<file path="src/rtl/gpio_cfg_pkg.sv">
// Shared definitions for the GPIO pad configuration chain loader.
package gpio_cfg_pkg;

    localparam int unsigned DEF_NUM_IO   = 38;
    localparam int unsigned DEF_CFG_BITS = 13;
    localparam int unsigned DEF_CLK_DIV  = 2;

    // Bit positions inside one pad configuration word.
    localparam int unsigned CFG_MGMT_EN       = 0;
    localparam int unsigned CFG_OUT_DIS       = 1;
    localparam int unsigned CFG_HOLD_OVERRIDE = 2;
    localparam int unsigned CFG_INP_DIS       = 3;
    localparam int unsigned CFG_IB_MODE_SEL   = 4;
    localparam int unsigned CFG_ANALOG_EN     = 5;
    localparam int unsigned CFG_ANALOG_SEL    = 6;
    localparam int unsigned CFG_ANALOG_POL    = 7;
    localparam int unsigned CFG_SLOW_SEL      = 8;
    localparam int unsigned CFG_VTRIP_SEL     = 9;
    localparam int unsigned CFG_DM_LSB        = 10;
    localparam int unsigned CFG_DM_MSB        = 12;

    // Same layout as a packed struct, MSB field first.
    typedef struct packed {
        logic [2:0] dm;
        logic       vtrip_sel;
        logic       slow_sel;
        logic       analog_pol;
        logic       analog_sel;
        logic       analog_en;
        logic       ib_mode_sel;
        logic       inp_dis;
        logic       hold_override;
        logic       out_dis;
        logic       mgmt_en;
    } pad_cfg_t;

    typedef enum logic [2:0] {
        ST_IDLE,
        ST_FETCH,
        ST_WAIT,
        ST_SHIFT,
        ST_LOAD,
        ST_DONE
    } state_e;

    // Index width that never collapses to zero bits for a single-entry range.
    function automatic int unsigned idx_w(input int unsigned n);
        return (n > 1) ? $clog2(n) : 1;
    endfunction

endpackage

</file>
<file path="src/rtl/gpio_cfg_serializer_if.sv">
// Control, register-file and pad-chain signals of the chain loader.
interface gpio_cfg_serializer_if #(
    parameter int unsigned NUM_IO   = gpio_cfg_pkg::DEF_NUM_IO,
    parameter int unsigned CFG_BITS = gpio_cfg_pkg::DEF_CFG_BITS
);
    localparam int unsigned PAD_W = gpio_cfg_pkg::idx_w(NUM_IO);

    logic                start;
    logic                busy;
    logic                done;
    logic [PAD_W-1:0]    cfg_addr;
    logic                cfg_rd;
    logic [CFG_BITS-1:0] cfg_data;
    logic                serial_clock;
    logic                serial_data_out;
    logic                serial_load;

    modport master (
        input  start, cfg_data,
        output busy, done, cfg_addr, cfg_rd,
        output serial_clock, serial_data_out, serial_load
    );

    modport slave (
        output start, cfg_data,
        input  busy, done, cfg_addr, cfg_rd,
        input  serial_clock, serial_data_out, serial_load
    );

endinterface

</file>
<file path="src/rtl/gpio_cfg_clkgen.sv">
// Phase counter: CLK_DIV cycles per serial_clock phase, plus phase/bit end strobes.
module gpio_cfg_clkgen #(
    parameter int unsigned CLK_DIV = gpio_cfg_pkg::DEF_CLK_DIV
) (
    input  logic clock,
    input  logic resetn,
    input  logic run,
    input  logic sclk_en,
    output logic serial_clock,
    output logic phase_end_c,
    output logic bit_end_c
);
    localparam int unsigned DIV_W = $clog2(CLK_DIV) + 1;

    logic [DIV_W-1:0] div_cnt;
    logic [DIV_W-1:0] div_cnt_d;
    logic             phase;
    logic             phase_d;

    assign phase_end_c = run && (div_cnt == DIV_W'(CLK_DIV - 1));
    assign bit_end_c   = phase_end_c && phase;

    // Counter restarts in the low phase whenever the divider is not running.
    always_comb begin
        div_cnt_d = div_cnt;
        phase_d   = phase;
        if (!run) begin
            div_cnt_d = '0;
            phase_d   = 1'b0;
        end else if (phase_end_c) begin
            div_cnt_d = '0;
            phase_d   = ~phase;
        end else begin
            div_cnt_d = div_cnt + DIV_W'(1);
        end
    end

    // Divider state and registered serial clock, gated to the shift state.
    always_ff @(posedge clock or negedge resetn) begin
        if (!resetn) begin
            div_cnt      <= '0;
            phase        <= 1'b0;
            serial_clock <= 1'b0;
        end else begin
            div_cnt      <= div_cnt_d;
            phase        <= phase_d;
            serial_clock <= sclk_en && phase_d;
        end
    end

endmodule

</file>
<file path="src/rtl/gpio_cfg_serializer.sv">
// Fetches one config word per pad and shifts the chain out farthest pad first.
module gpio_cfg_serializer #(
    parameter int unsigned NUM_IO   = gpio_cfg_pkg::DEF_NUM_IO,
    parameter int unsigned CFG_BITS = gpio_cfg_pkg::DEF_CFG_BITS,
    parameter int unsigned CLK_DIV  = gpio_cfg_pkg::DEF_CLK_DIV
) (
    input  logic                  clock,
    input  logic                  resetn,
    gpio_cfg_serializer_if.master bus
);
    import gpio_cfg_pkg::*;

    localparam int unsigned PAD_W = idx_w(NUM_IO);
    localparam int unsigned BIT_W = idx_w(CFG_BITS);

    state_e              state;
    state_e              state_d;
    logic [PAD_W-1:0]    pad_idx;
    logic [PAD_W-1:0]    pad_idx_d;
    logic [BIT_W-1:0]    bit_cnt;
    logic [BIT_W-1:0]    bit_cnt_d;
    logic [CFG_BITS-1:0] shift_reg;
    logic [CFG_BITS-1:0] shift_reg_d;

    logic busy_q, busy_d;
    logic done_q, done_d;
    logic cfg_rd_q, cfg_rd_d;
    logic sdo_q, sdo_d;
    logic load_q, load_d;

    logic run_c;
    logic sclk_en_c;
    logic phase_end_c;
    logic bit_end_c;
    logic serial_clock;

    assign run_c     = (state == ST_SHIFT) || (state == ST_LOAD);
    assign sclk_en_c = (state_d == ST_SHIFT);

    gpio_cfg_clkgen #(
        .CLK_DIV (CLK_DIV)
    ) u_clkgen (
        .clock        (clock),
        .resetn       (resetn),
        .run          (run_c),
        .sclk_en      (sclk_en_c),
        .serial_clock (serial_clock),
        .phase_end_c  (phase_end_c),
        .bit_end_c    (bit_end_c)
    );

    // Next state, counters, shift register and next values of registered outputs.
    always_comb begin
        state_d     = state;
        pad_idx_d   = pad_idx;
        bit_cnt_d   = bit_cnt;
        shift_reg_d = shift_reg;
        case (state)
            ST_IDLE: begin
                if (bus.start) begin
                    state_d   = ST_FETCH;
                    pad_idx_d = PAD_W'(NUM_IO - 1);
                end
            end
            ST_FETCH: state_d = ST_WAIT;
            ST_WAIT: begin
                shift_reg_d = bus.cfg_data;
                bit_cnt_d   = BIT_W'(CFG_BITS - 1);
                state_d     = ST_SHIFT;
            end
            ST_SHIFT: begin
                if (bit_end_c) begin
                    shift_reg_d = shift_reg << 1;
                    if (bit_cnt == '0) begin
                        if (pad_idx == '0) begin
                            state_d = ST_LOAD;
                        end else begin
                            pad_idx_d = pad_idx - PAD_W'(1);
                            state_d   = ST_FETCH;
                        end
                    end else begin
                        bit_cnt_d = bit_cnt - BIT_W'(1);
                    end
                end
            end
            ST_LOAD: begin
                if (phase_end_c) state_d = ST_DONE;
            end
            ST_DONE: state_d = ST_IDLE;
            default: state_d = ST_IDLE;
        endcase

        busy_d   = (state_d != ST_IDLE);
        done_d   = (state_d == ST_DONE);
        cfg_rd_d = (state_d == ST_FETCH);
        load_d   = (state_d == ST_LOAD);
        sdo_d    = (state_d == ST_SHIFT) ? shift_reg_d[CFG_BITS-1] : 1'b0;
    end

    // State register with datapath and output registers.
    always_ff @(posedge clock or negedge resetn) begin
        if (!resetn) begin
            state     <= ST_IDLE;
            pad_idx   <= '0;
            bit_cnt   <= '0;
            shift_reg <= '0;
            busy_q    <= 1'b0;
            done_q    <= 1'b0;
            cfg_rd_q  <= 1'b0;
            sdo_q     <= 1'b0;
            load_q    <= 1'b0;
        end else begin
            state     <= state_d;
            pad_idx   <= pad_idx_d;
            bit_cnt   <= bit_cnt_d;
            shift_reg <= shift_reg_d;
            busy_q    <= busy_d;
            done_q    <= done_d;
            cfg_rd_q  <= cfg_rd_d;
            sdo_q     <= sdo_d;
            load_q    <= load_d;
        end
    end

    assign bus.busy            = busy_q;
    assign bus.done            = done_q;
    assign bus.cfg_rd          = cfg_rd_q;
    assign bus.cfg_addr        = pad_idx;
    assign bus.serial_clock    = serial_clock;
    assign bus.serial_data_out = sdo_q;
    assign bus.serial_load     = load_q;

endmodule
</file>
<file path="src/flat_wrapper.sv">
// flat-port wrapper written by rule: the top's interface ports become plain ports
module gpio_cfg_serializer_flat import gpio_cfg_pkg::*;
#(
    parameter int unsigned NUM_IO   = gpio_cfg_pkg::DEF_NUM_IO,
    parameter int unsigned CFG_BITS = gpio_cfg_pkg::DEF_CFG_BITS,
    parameter int unsigned CLK_DIV  = gpio_cfg_pkg::DEF_CLK_DIV
)
  (clock, resetn, bus_start, bus_cfg_data, bus_busy, bus_done, bus_cfg_addr, bus_cfg_rd, bus_serial_clock, bus_serial_data_out, bus_serial_load);
  gpio_cfg_serializer_if #(.NUM_IO(NUM_IO), .CFG_BITS(CFG_BITS)) bus_i ();
  input  logic clock;
  input  logic resetn;
  input wire logic [$bits(bus_i.start)-1:0] bus_start;
  input wire logic [$bits(bus_i.cfg_data)-1:0] bus_cfg_data;
  output wire logic [$bits(bus_i.busy)-1:0] bus_busy;
  output wire logic [$bits(bus_i.done)-1:0] bus_done;
  output wire logic [$bits(bus_i.cfg_addr)-1:0] bus_cfg_addr;
  output wire logic [$bits(bus_i.cfg_rd)-1:0] bus_cfg_rd;
  output wire logic [$bits(bus_i.serial_clock)-1:0] bus_serial_clock;
  output wire logic [$bits(bus_i.serial_data_out)-1:0] bus_serial_data_out;
  output wire logic [$bits(bus_i.serial_load)-1:0] bus_serial_load;
  assign bus_i.start = bus_start;
  assign bus_i.cfg_data = bus_cfg_data;
  assign bus_busy = bus_i.busy;
  assign bus_done = bus_i.done;
  assign bus_cfg_addr = bus_i.cfg_addr;
  assign bus_cfg_rd = bus_i.cfg_rd;
  assign bus_serial_clock = bus_i.serial_clock;
  assign bus_serial_data_out = bus_i.serial_data_out;
  assign bus_serial_load = bus_i.serial_load;
  gpio_cfg_serializer #(.NUM_IO(NUM_IO), .CFG_BITS(CFG_BITS), .CLK_DIV(CLK_DIV)) u_core (.clock(clock), .resetn(resetn), .bus(bus_i));
endmodule
</file>
<file path="config.mk">
export PLATFORM = sky130hd
export DESIGN_NAME = gpio_cfg_serializer_flat
export DESIGN_NICKNAME = d
export VERILOG_FILES = /design/src/rtl/gpio_cfg_pkg.sv /design/src/rtl/gpio_cfg_serializer_if.sv /design/src/rtl/gpio_cfg_clkgen.sv /design/src/rtl/gpio_cfg_serializer.sv /design/src/flat_wrapper.sv
export SDC_FILE = /design/constraint.sdc
export NUM_CORES = 1
export LEC_CHECK = 0
export BUFFER_PORTS_ARGS = -buffer_cell sky130_fd_sc_hd__buf_2
export CORE_MARGIN = 8
export CORE_UTILIZATION = 50
export CTS_CLUSTER_DIAMETER = 80
export DETAILED_ROUTE_END_ITERATION = 8
export MAX_ROUTING_LAYER = met4
export PLACE_DENSITY_LB_ADDON = 0.08
export SYNTH_ARGS = -nofsm -noshare
export SYNTH_HDL_FRONTEND = slang
export SYNTH_HIERARCHICAL = 1
export SYNTH_SLANG_ARGS = --single-unit
</file>
<file path="constraint.sdc">
create_clock -name clock -period 2.2 [get_ports clock]
set_input_delay 0.11 -clock clock [delete_from_list [all_inputs] [get_ports clock]]
set_output_delay 0.11 -clock clock [all_outputs]
set_load 0.01 [all_outputs]
</file>
# ---- Word level (Yosys, flattened, before mapping)
# Index checks and enable logic that the tools add are counted.
dict set report classes {
  n_addsub 3
  eq_ne 14
  n_mux 21
  bitwise_logic 1
  reduce_logical 13
}
# cell n
set ops {}
lappend ops {{$pmux W13 S2} 1}
lappend ops {{$mux W6} 4}
lappend ops {{$mux W3} 5}
lappend ops {{$pmux W3 S5} 1}
lappend ops {{$mux W13} 1}
lappend ops {{$pmux W6 S2} 1}
lappend ops {{$eq A3 B2 Y1 const B} 3}
lappend ops {{$eq A3 B3 Y1 const B} 3}
lappend ops {{$mux W4} 2}
lappend ops {{$ne A2 B2 Y1 const B} 4}
lappend ops {{$pmux W4 S2} 1}
lappend ops {{$eq A3 B1 Y1 const B} 2}
lappend ops {{$logic_not A6 Y1} 1}
lappend ops {{$sub A6 B1 Y6 const B} 1}
lappend ops {{$reduce_and A5 Y1} 1}
lappend ops {{$logic_not A4 Y1} 1}
lappend ops {{$mux W2} 2}
lappend ops {{$reduce_bool A2 Y1} 2}
lappend ops {{$sub A4 B1 Y4 const B} 1}
lappend ops {{$logic_and A1 B1 Y1} 3}
lappend ops {{$logic_not A3 Y1} 1}
lappend ops {{$mux W1} 3}
lappend ops {{$reduce_and A3 Y1} 1}
lappend ops {{$reduce_bool A3 Y1} 1}
lappend ops {{6 further kinds} 6}
dict set report totals {
  ff_bits 35
  output_inout_bits 12
}

# ---- Logic depth before layout (Yosys ltp)
# Gate-level depths: netlist of run 1.
dict set report logic_depth {
  depth_word 8
  ltp_mapped 11
  mapped_depth_nobuf 9
}

# ---- Cells and area by module
# The synthesis of run 1 kept the hierarchy.
# module instances cells_per_inst area_each_um2
set by_module_without_submodules {}
lappend by_module_without_submodules {gpio_cfg_serializer 1 166 1616.6}
lappend by_module_without_submodules {gpio_cfg_clkgen 1 11 158.9}

# ---- Worst setup path before layout of run 1
# OpenSTA, ideal clock, no wires.
dict set report synth_timing {
  kind {reg2reg}
  start {reg u_core.state[1]}
  end {reg u_core.pad_idx[3], in the netlist u_core/bus.cfg_addr[3]}
  setup_time_ns 0.078
  t_arrival_ns 2.222
  required_time_ns 2.122
  setup_slack_ns -0.099
  stages_incl_launch_ff 12
  path_buffers 2
  path_cell_list {dfrtp_1 -> nor2b_1 -> buf_2 -> nand2_1 -> nand2_1 -> and3b_1 -> ha_1 -> buf_4 -> and4bb_4 -> o211ai_4 -> or3_1 -> a21oi_1}
}
dict set report synth_between {
  elab_chain_len 6
  word_cells_on_any_way 13
}
# item line_no
set synth_rtl {}
lappend synth_rtl {{start: declaration} gpio_cfg_serializer.sv:16} ;# state_e state;
lappend synth_rtl {{start signal: assignment} gpio_cfg_serializer.sv:113} ;# state <= state_d;
lappend synth_rtl {{$eq A3 B2 Y1 / $eq A3 B3 Y1 (equally long branches)} gpio_cfg_serializer.sv:37} ;# assign run_c = (state == ST_SHIFT) || (state == ST_LOAD);
lappend synth_rtl {{$logic_or A1 B1 Y1 *} gpio_cfg_serializer.sv:37}
lappend synth_rtl {{via u_core.run_c} gpio_cfg_serializer.sv:31} ;# logic run_c;
lappend synth_rtl {{$logic_and A1 B1 Y1 *} gpio_cfg_clkgen.sv:20} ;# assign phase_end_c = run && (div_cnt == DIV_W'(CLK_DIV - 1));
lappend synth_rtl {{$logic_and A1 B1 Y1 *} gpio_cfg_clkgen.sv:21} ;# assign bit_end_c = phase_end_c && phase;
lappend synth_rtl {{via u_core.bit_end_c} gpio_cfg_serializer.sv:34} ;# logic bit_end_c;
lappend synth_rtl {{$ne A2 B1 Y1 (no line) *} --}
lappend synth_rtl {{$reduce_and A5 Y1 (no line) *} --}
lappend synth_rtl {{end signal: assignment} gpio_cfg_serializer.sv:114} ;# pad_idx <= pad_idx_d;
lappend synth_rtl {{end: declaration} gpio_cfg_serializer.sv:18} ;# logic [PAD_W-1:0] pad_idx;
# Mark *: on every way through the listed nets, which the timed path passes. The rest lies on a longest branch.
# A chain may end at the register's enable or synchronous reset.

# ---- Worst setup path after layout of run 1
# Ends and elaborated chain as after synthesis.

==> metrics, run 1 <==
Via Count 1443; Slew headroom around half; drt via density between 5 and 6; port bufs 27; Worst-Margin Slew 0.775 ns; Residual DRC 0; initial core utilization 52.8%; DR pass1 iterations 4; part of the cycle the worst path needs a little over nine tenths; syn nets 196; Synth area leader dfrtp_1; GPL Wtd Cong between 0.8 and 0.9; Routed Antenna Nets 0; clock root cell clkbuf_4; mux contribution to synthesized area 3.66%; Max Cap Violations 0; Clk pin slew, worst setup/hold paths about 0.1 ns; GRT overflow 0; Max VDD drop 0.524 mV; CP max stage delay 0.46 ns; Adder-Cell Fraction of Synth Area 2.11%; dominant cell by count in the synthesized netlist dfrtp_1; worst skew pair latency 0.33 ns; outcome finished, final reports clean; # nets final roughly 230; ant diodes 0; Avg Cell Area, Syn around 10 um^2; cell area after layout 2050 um^2; area share of the largest cell type after synthesis 49.3%; Power Density between 1000 and 1500 nW/um^2; Die Ht 75.6 um; critical path launch point u_core/state[1]; fin util about three fifths; detailed placement HPWL 2800 um; leak pwr 0.902 nW; Seq cells post-synth 35; CP endpoint kind flop; crit path cell chain nor2_2 > nand2_2 > nand2_2 > and3b_1 > ha_2 > and4bb_4 > o211ai_4 > or3_1 > a21oi_2; element type at the critical path start flop; FF-to-FF Start u_core/state[1]; Post-synth ARST share 100%; WL final 3950 um; WS Path Type flop to flop; Global Route met2 Usage 26.6%; # rows 21; largest family of logic cells by synthesized area simple AND/OR/NAND/NOR gates; synth-to-layout area growth 15.5%; YS warnings 6; DP Area just under 2000 um^2; top cells by count, synth dfrtp_1, o21ai_0, a21oi_1, nand3b_1, o22ai_1; DIE WIDTH 75.6 um; clk buf depth 2; Compound-Gate Fraction of Synth Area 19.1%; TritonCTS clock tree done; DRT iter0 DRCs 62; CP dominant cell by count nand2_2; I/O pins 28; die area 5710 um^2; Arrival @ worst endpoint about 2.4 ns; worst-path fanout max 7; H-tree depth 2; Post-Syn Instances between 150 and 200; M1 GR Usage 16.0%; top cells by area, synth dfrtp_1, o21ai_0, nand3b_1; HP Start bus_cfg_data[3]; Mapped Area 1780 um^2; core area around 3400 um^2; Achievable Freq 468 MHz; final hold vios 0; Top FF cell, synth dfrtp_1; crit path setup slack, layout 0.0611 ns; clk_skew 0.00745 ns; GR Util All Layers 15.4%; GRT Max-Usage Layer met2; simple-gate area share of the yosys netlist between 20 and 25%; first-pass GRT wire length between 6000 and 7000 um; pin count of the biggest net entering global routing 36; Crit-path slowest cell dfrtp_2; Hold Crit Class input pin to flop; Post-synth EDFFs 0; antenna violations before repair 0; total CTS buffers 5; min Tclk post-route 2.14 ns; layout cells sized above 1 about 28%; Post-Synth XOR/XNOR Area 0%; GR Layer Usage met3 4.47%; CP required 2.46 ns; number of global-route vias before repair 1500; pre-CTS setup slack 0.0224 ns; Cell variety after synth 36; Largest register FFs 13; Seq/Total Area, Yosys 49.3%; final slew viol count 0; RSZ-0062 raised after global routing true; WHS slightly below 0.05 ns; Sink Count 35; wire per inst between 15 and 20 um; final setup vio count 0
[final timing paths]
kind,endpoint,slack (ns),cells past startpoint
max in group asynchronous,u_core/state[1],1.29,2
min,u_core/shift_reg[3],0.05,3
min in group asynchronous,u_core/bus.busy,0.38,2
max,u_core/bus.cfg_addr[3],0.06,9
min reg2reg,u_core/u_clkgen/div_cnt[0],0.47,1
max reg2reg,u_core/bus.cfg_addr[3],0.06,9
[per-stage QoR]
step / TNS, ns / total power (W) / instances
after floorplan: -0.00590 / 0.00185 / 177
after global placement: 0 / 0.00208 / 245
after detailed placement: 0 / 0.00214 / 245
after CTS: 0 / 0.00245 / 252
after global routing: -0.0763 / 0.00265 / 253
final: 0 / 0.00245 / 253
[timing repair]
action	4_1_cts	5_1_grt
resized for setup	1	4
buffers inserted	0	1
endpoints found under the hold margin	35	0
hold buffers	1	0
pin swaps	0	1
setup endpoints to repair	1	10
[logic make-up after synthesis]
logic type / after synthesis
AO/OA/AOI/OAI: 55
adder cells (fa/ha/maj): 3
flip-flops: 35
AND/OR/NAND/NOR: 60
buffers and inverters: 18
multiplexers: 6
[layout by cell type (no fill, tap or decap), drive strengths merged, types with 2 or more instances in the layout]
cell type  synthesis  final
mux2i              5      5
inv                7      7
nand2              8      8
clkbuf             5      6
nand2b             2      2
nor3               2      2
a21oi             13     13
and3               2      2
nand3b            13     13
and2               4      4
nor2              11     11
o22ai             13     13
o31a               2      2
a211o              2      2
ha                 3      3
buf                6     34
o21ai             20     20
dfrtp             35     35
nand3              3      3
and3b              4      4
nor2b              2      2
or3                4      4
nor3b              2      2
[per-layer routing]
metal | routed length [um] | share of wire (%) | up-vias
li1 | - | - | 707
met1 | 1650 | 42 | 695
met2 | 2020 | 51 | 32
met3 | 204 | 5.2 | 9
met4 | 68 | 1.7 | 0
met5 | 0 | 0 | -
[worst max-delay path, delay by kind of cell (launching register included)]
| kind | cells | cell delay (ns) |
|---|---|---|
| adder cells (fa/ha/maj) | 1 | 0.20 |
| AO/OA/AOI/OAI | 2 | 0.23 |
| AND/OR/NAND/NOR | 6 | 1.18 |
| flip-flops | 1 | 0.46 |
[where the power goes]
group	switching (W)	internal, W	leakage, nW	total, W
Combinational	0.000563	0.000508	0.478	0.00107
Clock	0.000199	0.000114	0.0242	0.000312
Sequential	0.000181	0.000882	0.399	0.00106
[cell type report]
cell class / count / area (um^2)
fill: 328 / 1310
sequential: 35 / 880
multi-input combinational: 124 / 848
timing repair buffer: 35 / 198
tap: 46 / 57.6
clock buffer: 6 / 41.3
inverter: 7 / 26.3
Power figures use the tool's default switching activity.
==> run 2, diff against run 1 <==
Settings changed: CORE_UTILIZATION 50 to 49, SYNTH_HIERARCHICAL 1 to unset.
==> run 2 against run 1 <==
Clock power grew 26%. Power shrank 3.6%. Utilization is essentially flat. Synthesized cell count shrank 13%. Cell area shrank 2.4%. Cell count shrank 4.3%. Hold slack lost 0.037 ns. Largest cell class unchanged. Highest routed layer unchanged.
==> metrics, run 2 <==
core area 3280 um^2; Cell variety after synth 40; most frequent cells in the layout dfrtp_1, buf_2, inv_1; Sw Pwr 0.000878 W; Synth area leader dfrtp_1; # nets final 213; clk_skew 0.00498 ns; Post-Syn Instances ~150; die area 5440 um^2; clock root cell clkbuf_4; Sink Count 35; Post-synth ARST share 100%; top cells by count, synth dfrtp_1, inv_1, a222oi_1, nor2_1, nand2_1; Hold Crit Class input pin to flop; Setup Buffers After CTS 0; synth-to-layout area growth 22.3%; Slew headroom between 40% and 50%; H-tree depth 2; I/O pins 28; WS Path Type flop to flop; Seq cells post-synth 35; Internal around 0.0015 W; DRT iter0 DRCs 76; TritonCTS clock tree done; Via Count 1318; Avg Cell Area, Syn 10.6 um^2; Die Ht 73.8 um; layout cells sized above 1 between 20% and 30%; port bufs 27; Seq/Total Area, Yosys between 50% and 60%; min Tclk post-route 2.04 ns; Filler Cells Inserted 285; crit path setup slack, layout 0.157 ns; DP Area roughly 1800 um^2; GRT overflow 0; antenna violations before repair 0; DR pass1 iterations 4; Comb pwr share roughly two fifths; DIE WIDTH around 74 um; CP required 2.46 ns; GPL Wtd Cong 0.820; Achievable Freq 490 MHz; fin util 61.0%; outcome finished, final reports clean; top cells by area, synth dfrtp_1, a222oi_1, inv_1; footprint of the multi-input gates 657 um^2; syn nets 172; # rows 21; Finished Layout Cells between 200 and 250; detailed placement HPWL 2460 um; worst-path fanout max 5; Max VDD drop 0.789 mV; number of instances in the placed design 223; dominant cell by count in the synthesized netlist dfrtp_1; number of global-route vias before repair between 1000 and 1500; Power Density 1180 nW/um^2; pre-CTS setup slack 0.191 ns; Routed Antenna Nets 0; Max Cap Violations 0; worst skew pair latency between 0.3 and 0.4 ns; YS warnings 0; Sw Ratio 37.2%; sequential power share 43.3%; Post-synth EDFFs 0; Arrival @ worst endpoint 2.31 ns; Largest register FFs 13; reg2reg setup slack roughly 0.16 ns; Top FF cell, synth dfrtp_1; first-pass GRT wire length 6110 um; wire per inst 14.2 um; element type at the critical path start flop; area share of the largest cell type after synthesis 53.5%; Worst-Margin Slew 0.759 ns; Mapped Area 1640 um^2; clk buf depth 2; CP endpoint kind flop; total CTS buffers 5; WL final between 3000 and 4000 um; cell area after layout about 2000 um^2; part of the cycle the worst path needs about 93%; leak pwr 0.966 nW; RSZ-0062 raised after global routing false; drt via density between 5 and 6; Fin Setup TNS 0 ns; pin count of the biggest net entering global routing 36; initial core utilization around 50%; final hold vios 0; final slew viol count 0; Residual DRC 0; Clk pin slew, worst setup/hold paths 0.10 ns; ant diodes 0; clock share of power between 10% and 20%; most common cell after layout, fill and taps aside dfrtp_1; GR Util All Layers approximately 15%; storage element area 876 um^2; final setup vio count 0
## run 2: cell types whose count changed after synthesis, moves of 3 or more
cell | before | now
o22ai_1 | 13 | 0
a21oi_1 | 13 | 2
a222oi_1 | 0 | 12
or3_1 | 3 | 0
o21ai_0 | 20 | 6
inv_1 | 7 | 18
nor3_1 | 2 | 6
nand3b_1 | 13 | 2
## run 2: metal layers
metal | vias up | global-route usage [%] | part of all wire (%)
li1 | 644 | - | -
met1 | 637 | 15.7 | 44
met2 | 30 | 24.9 | 49
met3 | 7 | 3.96 | 4.7
met4 | 0 | 7.54 | 1.8
met5 | - | - | 0
## run 2: what timing repair did
item,4_1_cts,5_1_grt
hold buffers,11,0
gates resized for setup,0,0
endpoints found under the hold margin,45,0
## run 2: logic make-up after synthesis
kind of cell | after synthesis | synth area share (%)
flops | 35 | 53.5
buf+inv | 26 | 6.34
xor+xnor | 1 | 0.535
simple gates | 53 | 19.4
mux | 4 | 2.45
compound gates | 33 | 16.2
fa+ha+maj | 2 | 1.53
## run 2: final timing paths
check,from,end,depth (start not counted)
hold / removal,bus_cfg_data[3],u_core.shift_reg[3],3
max in group asynchronous,resetn,u_core.bus.serial_data_out,2
hold reg to reg,u_core.u_clkgen.div_cnt[0],u_core.u_clkgen.div_cnt[0],1
setup reg to reg,u_core.bit_cnt[0],u_core.bus.cfg_addr[4],6
min in group asynchronous,resetn,u_core.bus.cfg_addr[3],2
setup / recovery,u_core.bit_cnt[0],u_core.bus.cfg_addr[4],6
## run 2: layout make-up
type,instances,area share (%)
inverters,18,3.38
multi-input cells,93,32.8
flip-flops and latches,35,43.8
well taps,46,2.88
repair buffers,42,13.8
clock buffers,8,3.44
## run 2: power by group through the flow
| stage | registers (W) | clock network [W] | logic [W] |
|---|---|---|---|
| final | 0.00102 | 0.000394 | 0.000943 |
| after global routing | 0.00105 | 0.000426 | 0.00108 |
| after floorplan | 0.000998 | 0 | 0.000699 |
| after detailed placement | 0.00103 | 0 | 0.000938 |
| after CTS | 0.00102 | 0.000408 | 0.000957 |
| after global placement | 0.00102 | 0 | 0.000910 |
## run 2: worst max-delay path, cell delays in order, from the launching register on
cell and delay [ns]:
dfrtp_1 0.42, inv_1 0.07, ha_1 0.17, or3b_4 0.42
or4b_4 0.53, nor3_2 0.16, mux2i_1 0.21
## run 2: stage by stage
stage	hold WS [ns]	power (W)
floorplan	-0.186	0.00170
global placement	0.215	0.00193
detailed placement	0.223	0.00197
CTS	0.000300	0.00238
global route	0.0158	0.00256
finish	0.0114	0.00236
==> run 3, diff against run 2 <==
Settings changed: CORE_ASPECT_RATIO set to 1.1.
==> run 3 against run 2 <==
Hold slack gained 0.0046 ns. Fmax grew 2.4%. Count of clock-buffer cells in the layout is the same. First-iteration DRC count grew 64%. Register-to-register slack gained 0.05 ns. Via count shrank 0.68%. Critical endpoint unchanged. Clock skew grew 0.0036 ns. Sequential power is essentially flat. Combinational power is essentially flat. Global-route usage shrank 1.1 points. Cell area shrank 2.6%. Routed wire length shrank 1.9%.
==> metrics, run 3 (synthesis gave the netlist of run 2 again) <==
die area approximately 5400 um^2; Crit-path slowest cell or4b_4; layout cells sized above 1 a little under a quarter; Hold Crit Class input pin to flop; ant diodes 0; detailed placement HPWL 2440 um; port bufs 27; clk buf depth 2; wire per inst around 15 um; Clk pin slew, worst setup/hold paths 0.11 ns; Routed Antenna Nets 0; Arrival @ worst endpoint 2.26 ns; Max VDD drop 0.586 mV; DRT iter0 DRCs 125; clock root cell clkbuf_4; Sink Count 35; crit path cell chain inv_1 > ha_1 > or3b_4 > or4b_4 > nor3_2 > mux2i_1; GR Util All Layers 13.7%; H-tree depth 2; CP top delay family simple AND/OR/NAND/NOR gates; element type at the critical path start flop; final setup vio count 0; # nets final between 200 and 250; Largest register FFs 13; buffers and inverters on the worst path 1; final hold vios 0; Worst-Margin Slew 0.751 ns; CP required 2.46 ns; Power Density roughly 1200 nW/um^2; number of global-route vias before repair 1385; leak pwr between 0.9 and 1 nW; DIE WIDTH 71.1 um; initial core utilization 50.0%; core area 3280 um^2; Die Ht 76.6 um; Tot Pwr between 0.002 and 0.0025 W; most common cell after layout, fill and taps aside dfrtp_1; Via Count 1309; Slew headroom 49.9%; Fin Setup TNS 0 ns; outcome finished, final reports clean; Residual DRC 0; final slew viol count 0; # rows 22; drt via density 5.74; synth-to-layout area growth 19.1%; CP max stage delay 0.53 ns; worst-path fanout max 5; GPL Wtd Cong between 0.7 and 0.8; Setup Buffers After CTS 0; antenna violations before repair 0; DR pass1 iterations 5; Achievable Freq roughly 500 MHz; most frequent cells in the layout dfrtp_1, buf_2, inv_1; WS Path Type flop to flop; clk_skew 0.00860 ns; I/O pins 28; WL final 3360 um; min Tclk post-route 2.00 ns; pin count of the biggest net entering global routing 36; part of the cycle the worst path needs 90.7%; worst skew pair latency around 0.33 ns; TritonCTS clock tree done; CP endpoint kind flop; first-pass GRT wire length between 5000 and 6000 um; total CTS buffers 5; RSZ-0062 raised after global routing false; GRT overflow 0; Max Cap Violations 0
## run 3: cell count changes in the layout (fill, tap and decap cells not counted), sizes merged
cell	delta
dlygate4sd3	-4
## run 3: cell type report
class                      instances  area (um^2)
fill                             290         1330
sequential                        35          876
multi-input combinational         93          657
timing repair buffer              38          235
clock buffer                       8         68.8
inverter                          18         67.6
tap                               36         45.0
## run 3: metal layers
| metal | up-vias | wire, um | track usage, % | share of wire (%) |
|---|---|---|---|---|
| met4 | 0 | 50 | 5.21 | 1.5 |
| met2 | 34 | 1620 | 22.2 | 48 |
| met1 | 629 | 1540 | 15.2 | 46 |
| li1 | 639 | - | - | - |
| met5 | - | 0 | - | 0 |
| met3 | 7 | 149 | 4.61 | 4.4 |
## run 3: worst reg2reg max path: cells and delay by family (launching register included)
family        cells  cell delay [ns]
fa+ha+maj         1             0.17
simple gates      3             1.10
mux               1             0.20
buf+inv           1             0.06
flops             1             0.41
## run 3: power breakdown
| part | internal (W) | switching, W |
|---|---|---|
| sequential | 0.000859 | 0.000157 |
| combinational | 0.000430 | 0.000512 |
| clock | 0.000188 | 0.000205 |
| total | 0.00148 | 0.000874 |
## run 3: worst paths after layout
| path | startpoint | to | slack (ns) | cells past startpoint |
|---|---|---|---|---|
| max in group asynchronous | resetn | u_core.u_clkgen.phase | 1.35 | 2 |
| max | u_core.bit_cnt[0] | u_core.bus.cfg_addr[4] | 0.20 | 6 |
| min reg2reg | u_core.u_clkgen.div_cnt[0] | u_core.u_clkgen.div_cnt[0] | 0.49 | 1 |
| min in group asynchronous | resetn | u_core.bus.cfg_addr[3] | 0.37 | 2 |
| min | bus_cfg_data[8] | u_core.shift_reg[8] | 0.02 | 3 |
| max reg2reg | u_core.bit_cnt[0] | u_core.bus.cfg_addr[4] | 0.20 | 6 |
## run 3: what timing repair did
| item | 4_1_cts | 5_1_grt |
|---|---|---|
| hold buffers | 7 | 0 |
| gates resized for setup | 0 | 0 |
| hold endpoints to repair | 41 | 0 |
## run 3: per-stage QoR
stage / instances / area [um^2] / util (%) / hold slack (ns) / worst slack [ns]
3_5_place_dp: 213 / 1810 / 55.3 / 0.227 / 0.214
2_1_floorplan: 154 / 1640 / - / -0.186 / 0.322
4_1_cts: 228 / 1950 / 59.5 / 0.000665 / 0.194
6_report: 228 / 1950 / 59.5 / 0.0160 / 0.204
3_3_place_gp: 213 / 1810 / 55.3 / 0.214 / 0.292
5_1_grt: 228 / 1950 / 59.5 / 0.00416 / 0.101
